`src/rtl/branch_ctrl_pkg.sv`:
```
// branch_ctrl_pkg: state encoding and shared widths for the branch redirect controller.
package branch_ctrl_pkg;
   localparam int WORD_DEF = 32;
   localparam int DCNT_W   = 3;
   typedef enum logic [1:0] {IDLE = 2'd0, REQ = 2'd1, DRAIN = 2'd2} state_t;
endpackage

```
`src/rtl/branch_stat_cnt.sv`:
```
// branch_stat_cnt: enabled wrap-around event counter.
module branch_stat_cnt #(
   parameter int W = 32
) (
   input  logic         clk,
   input  logic         rstn,
   input  logic         i_en,
   output logic [W-1:0] o_cnt
);
   always_ff @(posedge clk or negedge rstn)
      if (!rstn) o_cnt <= '0;
      else if (i_en) o_cnt <= o_cnt + W'(1);
endmodule

```
`src/rtl/branch_redirect_ctrl.sv`:
```
// branch_redirect_ctrl: turns a taken EX branch into a held redirect plus wrong-path flushes.
// Define BRANCH_STAT_EN to add the branch/taken/wait statistics counters.
import branch_ctrl_pkg::*;

module branch_redirect_ctrl #(
   parameter int WORD = WORD_DEF,
`ifdef BRANCH_STAT_EN
   parameter int CNT_W = 32,
`endif
   parameter int IMEM_LAT = 1
) (
   input  logic             clk,
   input  logic             rstn,
   input  logic             ex_valid,
   input  logic             ex_is_branch,
   input  logic             ex_taken,
   input  logic [WORD-1:0]  ex_target,
   input  logic             fetch_ready,
`ifdef BRANCH_STAT_EN
   output logic [CNT_W-1:0] stat_branch,
   output logic [CNT_W-1:0] stat_taken,
   output logic [CNT_W-1:0] stat_wait,
`endif
   output logic             redirect_valid,
   output logic [WORD-1:0]  redirect_pc,
   output logic             flush_if,
   output logic             flush_id,
   output logic             flush_ex,
   output logic             busy
);
   state_t            r_state, w_next;
   logic [DCNT_W-1:0] r_dcnt, w_dcnt;
   logic              w_trig, w_accept, w_done;

   assign w_trig   = ex_valid & ex_is_branch & ex_taken;
   assign w_accept = (r_state == IDLE) & w_trig;
   assign w_done   = redirect_valid & fetch_ready;

   always_comb begin
      w_next = r_state;
      w_dcnt = r_dcnt;
      case (r_state)
         IDLE: w_next = w_trig ? REQ : IDLE;
         REQ: if (w_done) begin
            w_next = (IMEM_LAT == 0) ? IDLE : DRAIN;
            w_dcnt = (IMEM_LAT == 0) ? '0 : DCNT_W'(IMEM_LAT - 1);
         end
         DRAIN: begin
            w_next = (r_dcnt == '0) ? IDLE : DRAIN;
            w_dcnt = (r_dcnt == '0) ? '0 : r_dcnt - DCNT_W'(1);
         end
         default: w_next = IDLE;
      endcase
   end

   // Outputs are registered from the next state so no ex_* input reaches a port combinationally.
   always_ff @(posedge clk or negedge rstn)
      if (!rstn) begin
         r_state        <= IDLE;
         r_dcnt         <= '0;
         redirect_valid <= 1'b0;
         redirect_pc    <= '0;
         flush_if       <= 1'b0;
         flush_id       <= 1'b0;
         flush_ex       <= 1'b0;
         busy           <= 1'b0;
      end else begin
         r_state        <= w_next;
         r_dcnt         <= w_dcnt;
         redirect_valid <= w_next == REQ;
         flush_if       <= w_next != IDLE;
         flush_id       <= w_next == REQ;
         flush_ex       <= w_accept;
         busy           <= w_next != IDLE;
         if (w_accept) redirect_pc <= ex_target;
      end

   always @(posedge clk)
      if (rstn) assert (!((r_state != IDLE) && w_trig))
         else $warning("branch_redirect_ctrl: taken branch while busy was dropped");

`ifdef BRANCH_STAT_EN
   branch_stat_cnt #(.W(CNT_W)) u_stat_branch (
      .clk(clk), .rstn(rstn), .i_en((r_state == IDLE) & ex_valid & ex_is_branch), .o_cnt(stat_branch));
   branch_stat_cnt #(.W(CNT_W)) u_stat_taken (
      .clk(clk), .rstn(rstn), .i_en(w_accept), .o_cnt(stat_taken));
   branch_stat_cnt #(.W(CNT_W)) u_stat_wait (
      .clk(clk), .rstn(rstn), .i_en((r_state == REQ) & ~fetch_ready), .o_cnt(stat_wait));
`endif
endmodule
```
`config.mk`:
```
export PLATFORM = sky130hd
export DESIGN_NAME = branch_redirect_ctrl
export DESIGN_NICKNAME = d
export VERILOG_FILES = /design/src/rtl/branch_ctrl_pkg.sv /design/src/rtl/branch_stat_cnt.sv /design/src/rtl/branch_redirect_ctrl.sv
export SDC_FILE = /design/constraint.sdc
export NUM_CORES = 1
export LEC_CHECK = 0
export ABC_AREA = 1
export CORE_ASPECT_RATIO = 0.7
export CORE_MARGIN = 10
export CORE_UTILIZATION = 40
export DETAILED_ROUTE_END_ITERATION = 6
export DONT_BUFFER_PORTS = 1
export GPL_ROUTABILITY_DRIVEN = 0
export PLACE_DENSITY = 0.56
export SYNTH_ARGS = -nofsm -noshare
export SYNTH_HDL_FRONTEND = slang
export SYNTH_SLANG_ARGS = --single-unit
```
`constraint.sdc`:
```
create_clock -name clk -period 1.5 [get_ports clk]
set_input_delay 0.3 -clock clk [delete_from_list [all_inputs] [get_ports clk]]
set_output_delay 0.3 -clock clk [all_outputs]
set_load 0.1 [all_outputs]
```
## Word-level counts from Yosys, hierarchy flattened

Index checks and enable logic that the tools add are counted.

- Register bits: 40
- Latch bits: 0
- Bits in writable memories: 0
- ROM bits: 0
- Bits of input ports: 38
- Output and inout port bits: 37
- Memories: 0

- Add/sub/neg operators: 1
- $mul: 0
- Div/mod/pow operators: 0
- $lt $le $gt $ge: 0
- Equal/unequal tests: 4
- Shifts and indexed selects: 0
- Mux-type cells: 7
- Bitwise logic cells: 4
- Reduce and logical (&&, ||, !) cells: 5

Operator list:

| cell | number |
|---|---|
| 2-to-1 mux 3 bit | 2 |
| one-hot mux 2 bit (3 select lines) | 1 |
| one-hot mux 3 bit (2 select lines) | 1 |
| AND 1 bit | 4 |
| == test 2 x 1 -> 1 bit (second input constant) | 2 |
| 2-to-1 mux 2 bit | 2 |
| nonzero test 2 bit | 2 |
| logical NOT 3 bit | 1 |
| subtractor 3 x 1 -> 3 bit (second input constant) | 1 |
| == test 2 bit (second input constant) | 1 |
| logical NOT 2 bit | 1 |
| != test 2 bit (second input constant) | 1 |
| AND reduction 2 bit | 1 |
| 2-to-1 mux 1 bit | 1 |

## Logic depth before layout (Yosys ltp)

Gate-level depths: netlist (run 1).

- Depth in word-level cells: 5
- Gate-level depth with buffers: 6

## Least setup slack after synthesis (run 1)

Ideal clock, no wire load.

- Path kind: register to output
- Start: reg, netlist name flush_id
- End: out redirect_valid
- Arrival: 1.356 ns
- Data required time: 1.200 ns
- Setup slack: -0.156 ns
- Stages on the path, launching flop included: 2
- Path buffers: 1
- Path through: dfrtp_1 > buf_4

RTL lines:

| what | line | RTL |
|---|---|---|
| to (decl) | branch_redirect_ctrl.sv:24 | `output logic redirect_valid,` |

## Worst setup path in the final report (run 1)

- Start: reg redirect_pc[9]
- End: out redirect_pc[9]

RTL lines:

| what | line | RTL |
|---|---|---|
| from (decl) | branch_redirect_ctrl.sv:25 | `output logic [WORD-1:0] redirect_pc,` |
| from (signal assigned) | branch_redirect_ctrl.sv:75 | `if (w_accept) redirect_pc <= ex_target;` |

No word-level cell between the ends.

==> flow_summary.yaml, run 1 <==
worst_setup_path:
  critPathRequiredTime_ps: 1200
  endpoint_kind: "output port"
  start_kind: "flip-flop"
  startpoint: "redirect_pc[9]"
  rrSetupSlack_ps: 260
  r2r_start: "r_state[0]"
  worstPathMaxFanout: 2
  path_class: "flip-flop to output port"
  worst_r2r_path_depth: 6
  cp_num_cells: 0
  r2r_end: "redirect_pc[1]"
  endpoint: "redirect_pc[9]"
  critPathArrivalTime_ps: 980
logic_synthesis:
  synth_most_common_cell: "nand2_1"
  syn-mean-instance-area_um2: 9.125
  ys_async_sr_fraction_pct: 100.0
  ys_ff_latch: 40
  synth_edf_count: 0
  ys_top_cells_by_area: "dfrtp_1 (61%), nand2_1 (17%), o21ai_0 (7.6%), o21ai_1 (2.1%), buf_6 (2.0%)"
  yosysWarnings: 0
  synth_cells: 181
  synth_top_area_cell: "dfrtp_1"
  syn_nets: 219
  synth.top_cell.area_share_pct: 60.61
  ys.flop_type: "dfrtp_1"
  ys_types: 18
  synth_area_um2: 1652
  synthTopCellsByCount: "nand2_1 (73), dfrtp_1 (40), o21ai_0 (25)"
  synth_seq_area_share_pct: 60.61
detailed_routing:
  routed_via_density: 5.016
  vias: 1254
  wl_mm: 4.150
  drtIter0Drc: 83
  wl_per_cell_um: 16.60
  drc: 0
  ant_nets: 0
  firstDrtPassIters: 4
clock_network:
  root_buffer: "clkbuf_8"
  htree_levels: 2
  cts.path.max_buffers: 2
  cts_tree: "done"
  numCtsBuffers: 5
  clk_pin_slew_ps: 70
  clk_latency_ps: 290
  cts_sinks: 40
sta:
  finalHoldViolations: 0
  setup_violations: 0
  tns_ps: 0
  slew_viol_final: 0
  finalCritPeriodShare_pct: 85.53
  fin_worst_skew_ps: 2.271
  slew_headroom_pct: 66.39
  max_freq_mhz: 779.4
  final.min_clock_period_ps: 1283
  rsz0062_at_grt: "no"
  tightest_slew_ps: 504.1
min_path:
  min_path_type: "input port to flip-flop"
global_routing:
  grt_pass1_wl_mm: 6.969
  gr-usage-all-layers_pct: 12.10
  antenna_found_initial: 0
  grt_max_degree: 41
  grt_pass1_vias: 1344
  overflow: 0
placement:
  io_buffers: 0
  dpl.hpwl_mm: 3.067
  place_area_um2: 1808
layout:
  diodes: 0
  finish.instance_area_um2: 1941
  fin_util_pct: 49.18
  area_growth_pct: 17.50
  layout.nets: 236
  fill_cells: 396
  drive_above_1_share_pct: 26.77
floorplan:
  die-area_um2: 7140
  initial_core_util_pct: 41.85
  io_pins: 75
  die_y_um: 73.76
  die_w_um: 96.80
  fp.coreArea_um2: 3946
  rows: 19
outcome:
  status: "finished clean"
flow_run:
  maxCapViolCount: 0
## cells by family (layout without fill, tap and decap cells)
logic type,Yosys count,count (layout),share of synthesized area [%]
buffers and inverters,20,37,6.818
and+or+nand+nor,88,88,22.58
AOI/OAI and AO/OA,33,33,9.999
DFF,40,40,60.61
## worst register-to-register path, delay by kind of cell, from the launching register on
kind	cells	cell delay [ps]
AND/OR/NAND/NOR	4	480
flip-flops	1	420
buffers and inverters	2	270
## worst min-delay path by stage
stage,startpoint,endpoint,cells past startpoint
after floorplan,rstn,busy,0
after global placement,rstn,redirect_pc[18],0
after detailed placement,rstn,redirect_pc[21],0
after CTS,ex_target[9],redirect_pc[9],2
after global routing,ex_target[14],redirect_pc[14],2
final,ex_target[9],redirect_pc[9],2
## flip-flops by register name, indices dropped and copies added, names as in the netlist
register,flops
r_dcnt,3
redirect_pc,32
flush_id,1
r_state,2
busy,1
flush_ex,1
## layer usage
metal	vias up	routed length (µm)	global-route usage, %
met1	592	1740	13.88
met5	-	0	0
met4	0	59	4.241
met2	48	1943	18.79
li1	605	-	-
met3	9	407	6.742
## layout by cell type, fill, tap and decap left out, types with 2 or more instances in the layout
cell type / n
buf_12: 3
buf_4: 17
clkbuf_8: 5
dfrtp_1: 18
dfrtp_2: 22
inv_1: 7
inv_2: 2
nand2_1: 73
nand3_1: 5
nor2_1: 5
o21ai_0: 25
o21ai_1: 7
## repair_timing
item | CTS | global route
setup endpoints to repair | 20 | 0
hold buffers | 2 | 0
setup buffers | 0 | 0
resized for setup | 20 | 0
endpoints found under the hold margin | 40 | 0
## area by class of cell
| class | count | area, µm² | share of cell area, % |
|---|---|---|---|
| sequential | 40 | 1028 | 53.00 |
| multi-input combinational | 121 | 538.0 | 27.72 |
| timing repair buffer | 21 | 197.7 | 10.19 |
| clock buffer | 6 | 72.57 | 3.740 |
| tap | 52 | 65.06 | 3.353 |
| inverter | 9 | 33.78 | 1.741 |
| clock inverter | 1 | 5.005 | 0.2579 |
## metrics by stage
| step | worst slack, ps | hold WS [ps] | cells |
|---|---|---|---|
| final | 217.0 | 125.1 | 250 |
| after global routing | 151.6 | 112.2 | 250 |
| after CTS | 206.9 | 117.3 | 250 |
| after detailed placement | 133.8 | 5.433 | 241 |
| after global placement | 213.4 | 5.532 | 241 |
| after floorplan | 144.2 | 4.409 | 181 |
Power of run 1 is not shown: default switching activity piles up to over one toggle a cycle in this logic, so the estimate is an artifact.
==> run 2, diff against run 1 <==
CORE_UTILIZATION = 45   (was 40)
PLACE_DENSITY = 0.62   (was 0.56)
==> run 2 against run 1 <==
Global-route usage grew 0.39 points. Non-clock buffer count grew 1. Critical path depth grew 5. Clock-buffer cell count shrank 1. Flip-flop and latch count is the same. Core utilization grew 5.9 points. Sequential share of layout area shrank 0.23 points. Register-to-register slack lost 110 ps. Final cell count is the same. Final area grew 0.32%.
==> flow_summary.yaml, run 2 (same netlist as run 1, synthesis figures left out) <==
global_routing:
  gr-usage-met2_pct: 20.16
  gr-max-usage-layer: "met2"
  grt_pass1_wl_mm: 6.727
  grtUsageMet1_pct: 13.61
  met3_usage_pct: 8.114
  antenna_found_initial: 0
  grt_pass1_vias: 1435
  gr-usage-all-layers_pct: 12.48
  overflow: 0
  grt_max_degree: 41
detailed_routing:
  firstDrtPassIters: 6
  ant_nets: 0
  wl_per_cell_um: 16.35
  drtIter0Drc: 39
  routed_via_density: 5.144
  drc: 0
  wl_mm: 4.087
  vias: 1286
min_path:
  holdPathStages: 2
  min_path_type: "input port to flip-flop"
  min_to: "redirect_pc[4]"
  hp-start: "ex_target[4]"
sta:
  finalHoldViolations: 0
  tns_ps: 0
  slew_headroom_pct: 66.68
  final.min_clock_period_ps: 1351
  setup_violations: 0
  slew_viol_final: 0
  fin_worst_skew_ps: 4.751
  tightest_slew_ps: 499.7
  max_freq_mhz: 740.3
  finalCritPeriodShare_pct: 90.06
  rsz0062_at_grt: "no"
layout:
  top_regs: "redirect_pc x32, r_dcnt x3, r_state x2"
  largest_reg_flops: 32
  layout.nets: 238
  finish.instance_area_um2: 1947
  area_growth_pct: 17.88
  final_common_cell: "nand2_1"
  regMostFlops: "redirect_pc"
  layout_common_cells: "nand2_1 (73), o21ai_0 (25), dfrtp_2 (21), dfrtp_1 (19), buf_4 (19)"
  drive_above_1_share_pct: 27.50
  fin_cells: 250
  fill_cells: 330
  diodes: 0
worst_setup_path:
  worst_r2r_path_depth: 5
  critPathArrivalTime_ps: 1580
  r2r_start: "r_state[0]"
  start_kind: "flip-flop"
  endpoint_kind: "flip-flop"
  path_class: "flip-flop to flip-flop"
  worstPathMaxFanout: 25
  critPathRequiredTime_ps: 1730
  rrSetupSlack_ps: 150
  r2r_end: "redirect_pc[15]"
placement:
  place_inst: 240
  place_area_um2: 1800
  io_buffers: 0
  dpl.hpwl_mm: 3.035
clock_network:
  htree_levels: 2
  cts_sinks: 40
  cts.path.max_buffers: 2
  numCtsBuffers: 5
  clk_latency_ps: 280
  clk_pin_slew_ps: 70
  root_buffer: "clkbuf_8"
  cts_tree: "done"
floorplan:
  die_w_um: 92.41
  fp.coreArea_um2: 3536
  die-area_um2: 6532
  rows: 18
  io_pins: 75
  initial_core_util_pct: 46.71
  die_y_um: 70.69
flow_run:
  maxCapViolCount: 0
outcome:
  status: "finished clean"
run 2: cell types whose count changed in the layout (fill, tap and decap cells not counted):
| cell | before | now |
|---|---|---|
| dfrtp_1 | 18 | 19 |
| nor2_4 | 0 | 1 |
| clkinvlp_4 | 0 | 1 |
| dfrtp_2 | 22 | 21 |
| buf_12 | 3 | 2 |
| clkbuf_1 | 1 | 0 |
| buf_4 | 17 | 19 |
run 2: how the worst max path moves through the flow:
stage          depth (start not counted)              end        from  slack, ps
4_1_cts                                5             busy  r_state[0]         80
3_5_place_dp                           5             busy  r_state[0]        100
3_3_place_gp                           5             busy  r_state[0]        180
6_report                               5  redirect_pc[15]  r_state[0]        150
5_1_grt                                5   redirect_pc[6]  r_state[1]         50
2_1_floorplan                          1   redirect_valid    flush_id        140
run 2: worst max-delay path, stage by stage (launching register included):
cell	delay, ps
dfrtp_1	410
inv_2	80
nand2_4	170
nor2_4	420
nand2_1	110
nand2_1	90
run 2: metal layers:
layer | share of wire (%) | routed length (µm)
met1 | 40 | 1641
met2 | 46 | 1889
met5 | 0 | 0
met4 | 0.54 | 22
met3 | 13 | 534
run 2: per-stage QoR:
stage	setup slack, ps	utilization [%]	hold WS, ps
6_report	149.1	55.06	126.9
5_1_grt	49.31	55.06	112.6
4_1_cts	76.43	54.74	116.9
3_5_place_dp	102.0	50.92	5.868
3_3_place_gp	179.0	50.92	5.630
2_1_floorplan	144.2	-	4.409
run 2: cell type report:
type                            count  area, µm²  share of cell area [%]
Clock inverter                      2      12.51                  0.6427
Tap cell                           50      62.56                   3.213
Inverter                            9      33.78                   1.735
Clock buffer                        5      68.82                   3.535
Sequential cell                    40       1027                   52.76
Multi-Input combinational cell    122      549.3                   28.21
Timing Repair Buffer               22      192.7                   9.897
run 2: repair_timing:
action / 4_1_cts / 5_1_grt
pin swaps: 0 / 1
hold buffers: 2 / 0
setup buffers: 0 / 0
endpoints found under the setup margin: 19 / 2
resized for setup: 19 / 0
endpoints found under the hold margin: 40 / 0
gates cloned: 0 / 1
Power of run 2 is left out for the same reason.
==> run 3, diff against run 2 <==
CORE_ASPECT_RATIO = 0.75   (was 0.7)
CORE_UTILIZATION = 61   (was 45)
GPL_TIMING_DRIVEN = 0   (was unset)
PLACE_DENSITY = 0.79   (was 0.62)
==> run 3 against run 2 <==
The run now ends with negative setup slack left. Clock skew increased by 9.1 ps. Sequential share of layout area increased by 4.2 points. First-iteration DRC count up 97%. Core utilization up 16 points. Via count is 3.9% lower.
==> flow_summary.yaml, run 3 (same netlist as run 1, synthesis figures left out) <==
outcome:
  status: "finished, violations left"
  violations: "negative setup slack"
sta:
  final.min_clock_period_ps: 1542
  finalHoldViolations: 0
  fin_worst_skew_ps: 13.83
  finalCritPeriodShare_pct: 102.8
  tns_ps: -64.23
  max_freq_mhz: 648.5
  setup_violations: 2
  slew_viol_final: 0
  worst_slack_ps: -42.10
  tightest_slew_ps: 508.8
  slew_headroom_pct: 66.08
  rsz0062_at_grt: "yes"
layout:
  diodes: 0
  final_common_cell: "nand2_1"
  regMostFlops: "redirect_pc"
  layout_common_cells: "nand2_1 (73), dfrtp_2 (33), o21ai_0 (25), inv_1 (7), o21ai_1 (7)"
  multi_input_area_um2: 538.0
  register_area_um2: 1050
  area_growth_pct: 11.52
  fill_cells: 209
  layout.nets: 228
  drive_above_1_share_pct: 30.16
  top_regs: "redirect_pc x32, r_dcnt x3, r_state x2"
  largest_reg_flops: 32
floorplan:
  fp.coreArea_um2: 2603
  die_w_um: 80.09
  initial_core_util_pct: 63.46
  die-area_um2: 5210
  io_pins: 75
  die_y_um: 65.06
  rows: 16
global_routing:
  grt_pass1_wl_mm: 6.548
  grtUsageMet1_pct: 17.42
  grt_pass1_vias: 1343
  gr-usage-all-layers_pct: 16.08
  met3_usage_pct: 7.576
  overflow: 0
  antenna_found_initial: 0
  gr-max-usage-layer: "met2"
  gr-usage-met2_pct: 26.90
  grt_max_degree: 41
clock_network:
  htree_levels: 2
  cts_sinks: 40
  root_buffer: "clkbuf_4"
  cts_tree: "done"
  numCtsBuffers: 5
  clk_latency_ps: 350
  clk_pin_slew_ps: 110
  cts_setup_buffers: 0
  cts.path.max_buffers: 2
placement:
  dpl.hpwl_mm: 2.962
  io_buffers: 0
detailed_routing:
  wl_per_cell_um: 17.66
  drc: 0
  firstDrtPassIters: 4
  drtIter0Drc: 77
  vias: 1236
  wl_mm: 3.974
  routed_via_density: 5.493
  ant_nets: 0
worst_setup_path:
  critPathRequiredTime_ps: 1200
  critPathBufInv: 1
  path_class: "flip-flop to output port"
  start_kind: "flip-flop"
  crit_family: "flip-flops"
  critPathArrivalTime_ps: 1240
  endpoint_kind: "output port"
  cpMaxStageDelayCell: "dfrtp_4"
  max_stage_delay_ps: 660
  worstPathCellList: "buf_12"
  worstPathMaxFanout: 4
flow_run:
  maxCapViolCount: 0
min_path:
  min_path_type: "input port to flip-flop"
-- run 3: cell types whose count changed in the layout (fill, tap and decap cells not counted) --
cell / delta
dfrtp_2: +12
buf_2: +4
buf_4: -19
clkbuf_8: -5
clkinv_2: -1
nor2_4: -1
clkbuf_2: +2
buf_6: +3
clkbuf_4: +5
buf_12: +1
dfrtp_1: -14
clkinvlp_4: -1
clkbuf_1: +1
dfrtp_4: +2
-- run 3: area by class of cell --
type / instances / area share (%)
buffer: 11 / 5.639
clock buffer: 6 / 2.242
inverter: 9 / 1.834
multi-input combinational: 121 / 29.21
sequential: 40 / 57.00
tap: 36 / 2.446
timing repair buffer: 2 / 1.630
-- run 3: worst paths after layout --
check,slack (ps),from,depth (start not counted),endpoint
worst max-delay path,-40,flush_id,1,redirect_valid
worst min register to register,560,r_dcnt[2],2,r_dcnt[2]
max in group asynchronous,880,rstn,2,redirect_pc[8]
worst max register to register,250,flush_id,5,busy
worst min-delay path,60,ex_target[6],2,redirect_pc[6]
min in group asynchronous,390,rstn,2,redirect_pc[23]
-- run 3: per-stage QoR --
stage / hold WS (ps) / util [%] / std cells / instance area [µm²] / worst slack (ps)
2_1_floorplan: 4.409 / - / 181 / 1654 / 144.2
3_3_place_gp: 5.688 / 65.29 / 217 / 1699 / 119.6
3_5_place_dp: 5.627 / 65.29 / 217 / 1699 / 116.2
4_1_cts: 62.97 / 70.77 / 225 / 1842 / -33.18
5_1_grt: 55.65 / 70.77 / 225 / 1842 / -72.57
6_report: 60.45 / 70.77 / 225 / 1842 / -42.10
-- run 3: layer usage --
metal,wire [µm],vias to the layer above
met5,0,-
met4,51,0
met3,424,8
met2,2016,56
met1,1482,582
li1,-,590
-- run 3: what timing repair did --
action / CTS / global route
cloned: 0 / 0
hold buffers: 2 / 0
hold endpoints to repair: 40 / 0
setup endpoints to repair: 35 / 2
gates resized for setup: 41 / 0
Power of run 3 is left out for the same reason.
